$ cat config.mk
export PLATFORM = sky130hd
export DESIGN_NAME = kalman_1d
export DESIGN_NICKNAME = d
export VERILOG_FILES = /design/src/rtl/kalman_1d.sv
export SDC_FILE = /design/constraint.sdc
export NUM_CORES = 1
export LEC_CHECK = 0
export CORE_ASPECT_RATIO = 1.25
export CORE_MARGIN = 10
export CORE_UTILIZATION = 30
export CTS_CLUSTER_DIAMETER = 30
export DETAILED_ROUTE_END_ITERATION = 12
export HOLD_SLACK_MARGIN = 0.05
export PLACE_DENSITY_LB_ADDON = 0.3
export SETUP_SLACK_MARGIN = 0.3
export SLEW_MARGIN = 20
export SYNTH_ARGS = -nofsm -noshare
export SYNTH_HDL_FRONTEND = slang
export SYNTH_SLANG_ARGS = --single-unit
$ cat constraint.sdc
create_clock -name clk -period 18.1 [get_ports clk]
set_input_delay 3.62 -clock clk [delete_from_list [all_inputs] [get_ports clk]]
set_output_delay 3.62 -clock clk [all_outputs]
set_load 0.01 [all_outputs]
$ cat src/rtl/kalman_1d.sv
// -----------------------------------------------------------------------------
// kalman_1d
// Scalar fixed-point Kalman filter. Each accepted measurement z runs through
// predict (P += Q), a FRAC-cycle restoring divide for the gain
// K = P_pred / (P_pred + R), and an update of the estimate x and covariance P.
// One out_valid pulse is produced per accepted measurement. The input is
// back-pressured while a sample is in flight.
//
// Ports:
//   clk         clock, rising edge
//   rst_n       synchronous active-low reset
//   meas_valid  measurement available
//   meas_ready  registered; high only while idle
//   meas_data   signed measurement z, Q(DATA_WIDTH-FRAC).FRAC
//   out_valid   one-cycle pulse when kalman_out/p_out are updated
//   kalman_out  signed filtered estimate x, held between pulses
//   p_out       current covariance P (debug)
// -----------------------------------------------------------------------------
module kalman_1d #(
    parameter int                    DATA_WIDTH = 16,
    parameter int                    FRAC       = 8,
    parameter logic [DATA_WIDTH-1:0] Q_NOISE    = 16'h0010,
    parameter logic [DATA_WIDTH-1:0] R_NOISE    = 16'h0100,
    parameter logic [DATA_WIDTH-1:0] P_INIT     = 16'h0100
) (
    input  logic                         clk,
    input  logic                         rst_n,
    input  logic                         meas_valid,
    output logic                         meas_ready,
    input  logic signed [DATA_WIDTH-1:0] meas_data,
    output logic                         out_valid,
    output logic signed [DATA_WIDTH-1:0] kalman_out,
    output logic        [DATA_WIDTH-1:0] p_out
);

    localparam int CNT_W  = $clog2(FRAC + 1);
    localparam int REM_W  = DATA_WIDTH + 2;
    localparam int PROD_W = DATA_WIDTH + FRAC;

    typedef enum logic [2:0] {
        ST_IDLE    = 3'd0,
        ST_PREDICT = 3'd1,
        ST_DIVIDE  = 3'd2,
        ST_UPDATE  = 3'd3,
        ST_DONE    = 3'd4
    } state_t;

    state_t                state_r;
    logic [DATA_WIDTH-1:0] z_r;
    logic [DATA_WIDTH-1:0] p_pred_r;
    logic [DATA_WIDTH:0]   d_r;
    logic [REM_W-1:0]      rem_r;
    logic [FRAC-1:0]       quo_r;
    logic [CNT_W-1:0]      cnt_r;

    logic [DATA_WIDTH-1:0]   p_pred_s;
    logic [DATA_WIDTH:0]     d_s;
    logic [REM_W-1:0]        rem_shift_s;
    logic [REM_W-1:0]        rem_next_s;
    logic                    rem_ge_s;
    logic signed [DATA_WIDTH:0] innov_s;
    logic signed [PROD_W-1:0]   prod_s;
    logic [DATA_WIDTH-1:0]   x_new_s;
    logic [PROD_W-1:0]       kp_s;
    logic [DATA_WIDTH-1:0]   p_new_s;
    logic                    unused_bits_s;

    // Unsigned add clamped to all-ones on carry out.
    function automatic logic [DATA_WIDTH-1:0] sat_add(
        input logic [DATA_WIDTH-1:0] a,
        input logic [DATA_WIDTH-1:0] b
    );
        logic [DATA_WIDTH:0] sum;
        sum = {1'b0, a} + {1'b0, b};
        if (sum[DATA_WIDTH]) begin
            return '1;
        end else begin
            return sum[DATA_WIDTH-1:0];
        end
    endfunction

    // Datapath: predict, one divider step, and the update arithmetic.
    always_comb begin
        p_pred_s    = sat_add(p_out, Q_NOISE);
        d_s         = {1'b0, p_pred_s} + {1'b0, R_NOISE};
        rem_shift_s = {rem_r[REM_W-2:0], 1'b0};
        if (rem_shift_s >= {1'b0, d_r}) begin
            rem_ge_s   = 1'b1;
            rem_next_s = rem_shift_s - {1'b0, d_r};
        end else begin
            rem_ge_s   = 1'b0;
            rem_next_s = rem_shift_s;
        end
        innov_s = {z_r[DATA_WIDTH-1], z_r} - {kalman_out[DATA_WIDTH-1], kalman_out};
        // Product is only needed modulo 2^PROD_W: bits [PROD_W-1:FRAC] are the
        // floor-shifted step truncated to DATA_WIDTH, which is all we keep.
        prod_s  = PROD_W'(signed'({1'b0, quo_r})) * PROD_W'(innov_s);
        x_new_s = kalman_out + prod_s[PROD_W-1:FRAC];
        kp_s    = PROD_W'(quo_r) * PROD_W'(p_pred_r);
        p_new_s = p_pred_r - kp_s[PROD_W-1:FRAC];
    end

    // Fractional product bits and the remainder MSB (rem < D always) are discarded.
    assign unused_bits_s = ^{prod_s[FRAC-1:0], kp_s[FRAC-1:0], rem_r[REM_W-1]};

    // Control FSM and all state registers; kalman_out and p_out hold x and P.
    always_ff @(posedge clk) begin
        if (!rst_n) begin
            state_r    <= ST_IDLE;
            z_r        <= '0;
            p_pred_r   <= '0;
            d_r        <= '0;
            rem_r      <= '0;
            quo_r      <= '0;
            cnt_r      <= '0;
            meas_ready <= 1'b1;
            out_valid  <= 1'b0;
            kalman_out <= '0;
            p_out      <= P_INIT;
        end else begin
            case (state_r)
                ST_IDLE: begin
                    out_valid <= 1'b0;
                    if (meas_valid && meas_ready) begin
                        z_r        <= meas_data;
                        meas_ready <= 1'b0;
                        state_r    <= ST_PREDICT;
                    end
                end
                ST_PREDICT: begin
                    p_pred_r <= p_pred_s;
                    d_r      <= d_s;
                    rem_r    <= {2'b00, p_pred_s};
                    quo_r    <= '0;
                    cnt_r    <= '0;
                    state_r  <= ST_DIVIDE;
                end
                ST_DIVIDE: begin
                    rem_r <= rem_next_s;
                    quo_r <= {quo_r[FRAC-2:0], rem_ge_s};
                    cnt_r <= cnt_r + CNT_W'(1);
                    if (cnt_r == CNT_W'(FRAC - 1)) begin
                        state_r <= ST_UPDATE;
                    end
                end
                ST_UPDATE: begin
                    kalman_out <= x_new_s;
                    p_out      <= p_new_s;
                    out_valid  <= 1'b1;
                    state_r    <= ST_DONE;
                end
                ST_DONE: begin
                    out_valid  <= 1'b0;
                    meas_ready <= 1'b1;
                    state_r    <= ST_IDLE;
                end
                default: begin
                    out_valid  <= 1'b0;
                    meas_ready <= 1'b1;
                    state_r    <= ST_IDLE;
                end
            endcase
        end
    end

endmodule

==> results of run 1 <==
==> cells in the mapped netlist (4+ instances only) <==
cell,count
inv_1,288
nand2_1,272
fa_1,189
ha_1,151
and2_1,128
dfxtp_1,107
nor2_1,88
o21ai_0,76
clkbuf_1,75
a21oi_1,72
xnor2_1,57
nand3_1,44
a21boi_0,34
nor2b_1,32
nor3_1,29
xor2_1,29
o21a_1,18
mux2i_1,16
a21o_1,15
and3_1,13
nand2b_1,12
a211oi_1,9
a22oi_1,9
nand3b_1,9
buf_1,8
o211ai_1,8
a31oi_1,7
nand4_1,6
o211a_1,6
o31ai_1,6
or2_2,6
o221a_2,5
or3_1,5
a31o_2,4
and3b_1,4
nor4_1,4
o21bai_1,4
o22ai_1,4
==> cell usage in the layout (no fill, tap or decap), types with 7 or more instances in the layout <==
master and instances:
a21boi_0 34, nor3_1 28, o211ai_1 8, a21oi_1 72, clkdlybuf4s50_1 51, dfxtp_1 107, buf_4 12, and2_1 128
nand3b_1 9, fa_1 189, nand2b_1 12, nor2_1 87, clkbuf_16 9, a31oi_1 7, nand2_1 272, and3_1 13
a211oi_1 9, o21ai_0 76, a22oi_1 9, nor2b_1 32, o21a_1 18, a21o_1 15, ha_1 151, xor2_1 29
inv_1 288, xnor2_1 57, mux2i_1 16, nand3_1 44
==> report_power, final <==
part	switching, mW	internal [mW]
clock network	0.106	0.0989
registers	0.0188	0.248
logic	0.188	0.127
total	0.313	0.474
==> cells by family after synthesis <==
family | count (synthesis) | share of synthesized area
AND/OR/NAND/NOR | 662 | 0.207
buffers and inverters | 374 | 0.0914
multiplexers | 18 | 0.0119
flip-flops | 107 | 0.139
XOR/XNOR | 87 | 0.0504
AO/OA/AOI/OAI | 308 | 0.132
adder cells (fa/ha/maj) | 340 | 0.368
==> critical path, delay by kind of cell (launching register included) <==
kind            cells  cell delay (ns)
compound gates     13             2.95
fa+ha+maj           7             2.83
simple gates        9             1.63
xor+xnor            3             0.96
flops               1             0.48
buf+inv             4             0.22
mux                 1             0.18
==> worst paths after layout <==
check	endpoint	slack, ns	depth (start not counted)
worst max-delay path	kalman_out[15]	8.77	37
worst min-delay path	cnt_r[3]	0.47	1
worst max register to register	kalman_out[15]	8.77	37
worst min register to register	cnt_r[3]	0.47	1
==> sequential cells by signal, summed over array words and instances, names as in the netlist <==
| signal | count |
|---|---|
| rem_r | 17 |
| state_r | 3 |
| p_out | 16 |
| cnt_r | 4 |
| quo_r | 8 |
| kalman_out | 16 |
| d_r | 9 |
| meas_ready | 1 |
| z_r | 16 |
| p_pred_r | 16 |
| out_valid | 1 |
==> final cells by class <==
| type | count | area, um^2 | area share |
|---|---|---|---|
| multi-input combinational | 1415 | 11900 | 0.706 |
| sequential | 107 | 2140 | 0.127 |
| inverter | 288 | 1080 | 0.0643 |
| tap | 658 | 823 | 0.0489 |
| timing repair buffer | 65 | 621 | 0.0369 |
| clock buffer | 11 | 243 | 0.0144 |
| clock inverter | 5 | 41.3 | 0.00245 |
==> layer usage <==
layer | part of all wire | up-vias | track usage
li1 | - | 6070 | -
met3 | 0.024 | 27 | 0.0141
met5 | 0 | - | 0
met1 | 0.44 | 5984 | 0.156
met2 | 0.52 | 142 | 0.240
met4 | 0.011 | 0 | 0.0319
==> through the flow <==
step	hold slack, ns	utilization
final	0.466	0.332
after global routing	0.495	0.332
after CTS	0.466	0.332
after detailed placement	0.452	0.326
after global placement	0.447	0.326
after floorplan	0.413	-
==> summary.txt, run 1 <==
Status
  – Status: finished, final reports clean

Synthesis
  – Synth area leader: fa_1
  – Seq/Total Area, Yosys: 0.139
  – Synthesized area: 0.0154 mm^2
  – Net Count, Synth: 2255
  – Synth top area share: 0.246
  – Ys Warns: 0
  – Synth area leaders: fa_1, dfxtp_1, ha_1
  – Synthesized instance count: 1896
  – Syn_area_per_cell: 8.12 um^2
  – Post-synth EDFFs: 0
  – Post-synth ARST share: 0
  – Ys flop type: dfxtp_1
  – Seq cells post-synth: 107
  – Count of different cell masters after synthesis: 66

Power
  – Pwr Total: 0.787 mW
  – Pwr per Cell Area: 46.8 mW/mm^2
  – Lkg Pwr: 7.58 nW
  – Worst VDD drop: 45.2 uV

Placement
  – Routability Congestion: 0.836
  – Inst Count DP: 2532
  – Post-Place Setup Slack: 8.88 ns
  – Port Buf Inserts: 52
  – DP Area: 0.0165 mm^2
  – DP HPWL: 29700 um

Die
  – Die H: 273 um
  – Cell Rows: 92
  – Starting density of the core: 0.304
  – DIE AREA: 0.0609 mm^2
  – Number of I/O pins: 53
  – DIE WIDTH: 223 um
  – Core area: 0.0506 mm^2

Critical path
  – Startpoint type of the worst setup path: register
  – Worst-path maximum fanout: 8
  – Kind of critical path: reg -> reg
  – Crit end category: register
  – Crit path DAT: 9.64 ns
  – Required time worst endpoint: 18.41 ns
  – Slowest stage delay, CP: 0.52 ns
  – Crit path from: kalman_out[1]
  – Slowest-stage cell, CP: fa_1
  – Critical R2R Launch: kalman_out[1]

STA
  – Setup TNS Final: 0 ns
  – Fin crit share: 0.516
  – Worst Tran Pin Value: 1.04 ns
  – Skew final: 0.0159 ns
  – Fmax: 0.107 GHz
  – Headroom to the max-slew limit: 0.309
  – Unrepaired setup endpoints after global routing: false
  – Final setup viols: 0
  – Final worst slack: 8.77 ns
  – Final hold vios: 0
  – Max Slew Vio Count: 0
  – Post-layout minimum cycle time: 9.33 ns

Detailed routing
  – Drt pass-1 iters: 5
  – Remaining DRCs: 0
  – Drt total wl: 38300 um
  – DR WL/cell: 15.0 um
  – DR iter-0 viols: 514
  – Post-route ant nets: 0
  – Vias: 12223
  – Vias per cell: 4.80

Hold path
  – Min-delay src: cnt_r[3]
  – Worst min path class: reg -> reg

Flow run
  – Max-Cap Viols: 0

Finish
  – Diodes inserted: 0
  – Post-layout net count: 2245
  – Area growth, synth to finish: 9.22%
  – Final instance area: 0.0168 mm^2
  – Cell Count, Final, Fillers Out: 2549
  – Share of cells above drive strength 1: 0.0291
  – Filler cells: 5351

Clock network
  – CTS tree: done
  – Root buf cell: clkbuf_16
  – H-tree depth: 3
  – Total CTS buffers: 9
  – Cts repair resizes: 0
  – Setup Buffers After CTS: 0
  – Clock Path Buffers: 2
  – Clk sinks: 107
  – Hold-fix buffers, CTS: 0
  – Worst skew pair latency: 0.39 ns
  – CTS clk-pin slew, worst paths: 0.08 ns

Global route
  – Gr usage total: 0.130
  – GRT overflow: 0
  – Wire length of the first global-routing pass: 65800 um
  – Initial antenna violation count: 0
  – Number of global-route vias before repair: 12956
  – Largest net degree at the start of global routing: 111
No activity file was read; power rests on OpenSTA's default activity.
==> run 2: changes to the inputs <==
==> constraint.sdc (replaced) <==
create_clock -name clk -period 8.9 [get_ports clk]
set_input_delay 1.78 -clock clk [delete_from_list [all_inputs] [get_ports clk]]
set_output_delay 1.78 -clock clk [all_outputs]
set_load 0.01 [all_outputs]
==> run 2 against run 1 <==
  * Sequential power grew 100%
  * Final cell count grew 1.3%
  * Register-to-register slack lost 8.1 ns
  * Largest power group unchanged
==> summary.txt, run 2 (synthesis gave the netlist of run 1 again) <==
Die
  – DIE AREA: 0.0609 mm^2
  – Number of I/O pins: 53
  – Die H: 273 um
  – Core area: 0.0506 mm^2
  – Starting density of the core: 0.304
  – Cell Rows: 92
  – DIE WIDTH: 223 um

Detailed routing
  – DR WL/cell: 15.1 um
  – Post-route ant nets: 0
  – Drt total wl: 38900 um
  – Drt pass-1 iters: 5
  – Vias per cell: 4.81
  – DR iter-0 viols: 523
  – Vias: 12405
  – Remaining DRCs: 0

Clock network
  – CTS tree: done
  – Clock Path Buffers: 2
  – Root buf cell: clkbuf_16
  – Worst skew pair latency: 0.39 ns
  – CTS clk-pin slew, worst paths: 0.08 ns
  – Total CTS buffers: 9
  – Clk sinks: 107
  – Hold-fix buffers, CTS: 0
  – H-tree depth: 3

Power
  – Worst VDD drop: 113 uV
  – Lkg Pwr: 7.79 nW
  – Pwr per Cell Area: 99.4 mW/mm^2

Global route
  – Wire length of the first global-routing pass: 66000 um
  – Largest net degree at the start of global routing: 62
  – GRT overflow: 0
  – Number of global-route vias before repair: 13002
  – Gr usage total: 0.130
  – Initial antenna violation count: 0

Finish
  – Share of cells above drive strength 1: 0.0666
  – Post-layout net count: 2277
  – Most frequent cells in the layout: inv_1, nand2_1, fa_1
  – Area growth, synth to finish: 12.5%
  – Max reg flops: 17
  – Commonest non-fill, non-tap cell in the layout: inv_1
  – Diodes inserted: 0
  – Biggest register: rem_r

STA
  – Max Slew Vio Count: 0
  – Skew final: 0.0144 ns
  – Post-layout minimum cycle time: 8.23 ns
  – Unrepaired setup endpoints after global routing: false
  – Final hold vios: 0
  – Headroom to the max-slew limit: 0.308
  – Worst Tran Pin Value: 1.04 ns
  – Final setup viols: 0
  – Final worst slack: 0.666 ns
  – Setup TNS Final: 0 ns
  – Fin crit share: 0.925
  – Fmax: 0.121 GHz

Status
  – Status: finished, final reports clean

Placement
  – Port Buf Inserts: 52
  – DP HPWL: 30600 um
  – Routability Congestion: 0.833
  – Post-Place Setup Slack: 0.0412 ns

Critical path
  – R2R depth: 37
  – Crit path DAT: 8.54 ns
  – Startpoint type of the worst setup path: register
  – Worst-path maximum fanout: 3
  – Slowest stage delay, CP: 0.55 ns
  – Crit end category: register
  – Slowest-stage cell, CP: fa_1
  – Required time worst endpoint: 9.21 ns
  – Kind of critical path: reg -> reg

Flow run
  – Max-Cap Viols: 0

Hold path
  – Hold path cells: 1
  – Worst min path class: reg -> reg
run 2: critical path: cells and delay by family (launching register included):
family	cells	cell delay (ns)
compound gates	13	2.74
xor+xnor	3	0.52
fa+ha+maj	8	3.01
buf+inv	6	0.59
flops	1	0.32
mux	1	0.20
simple gates	6	0.79
run 2: where the power goes:
group	leakage, nW	switching, mW	total, mW	internal (mW)
registers	0.869	0.0410	0.546	0.505
clock network	0.150	0.222	0.446	0.224
logic	6.77	0.410	0.730	0.320
run 2: area by class of cell:
class | count | area (um^2)
fillers | 5360 | 33300
multi-input cells | 1415 | 12100
flip-flops and latches | 107 | 2140
inverters | 288 | 1080
repair buffers | 97 | 853
well taps | 658 | 823
clock buffers | 9 | 225
clock inverters | 7 | 87.6
run 2: timing repair:
action / CTS / global route
buffers inserted: 2 / 12
gates resized for setup: 11 / 44
setup endpoints to repair: 1 / 4
pin swaps: 6 / 30
run 2: path summary, 6_finish.rpt:
path                            slack, ns        endpoint      from
worst max register to register       0.67  kalman_out[15]    z_r[0]
worst min register to register       0.46        cnt_r[3]  cnt_r[3]
worst max-delay path                 0.67  kalman_out[15]    z_r[0]
worst min-delay path                 0.46        cnt_r[3]  cnt_r[3]
run 2: metrics by stage:
stage                     cell area [um^2]  utilization  std cells  hold slack, ns  power, mW
final                                17300        0.342       2581           0.461       1.72
after global routing                 17300        0.342       2581           0.490       1.84
after CTS                            17000        0.336       2569           0.467       1.70
after detailed placement             16700        0.329       2551           0.456       1.23
after global placement               16700        0.329       2551           0.436       1.22
after floorplan                      15400            -       1896           0.413       1.03
run 2: per-layer routing:
metal  vias to the layer above  GRT usage  share of wire
met5                         -          0              0
li1                       6136          -              -
met3                        28     0.0143          0.026
met1                      6107      0.156           0.44
met2                       134      0.240           0.52
met4                         0     0.0342          0.015
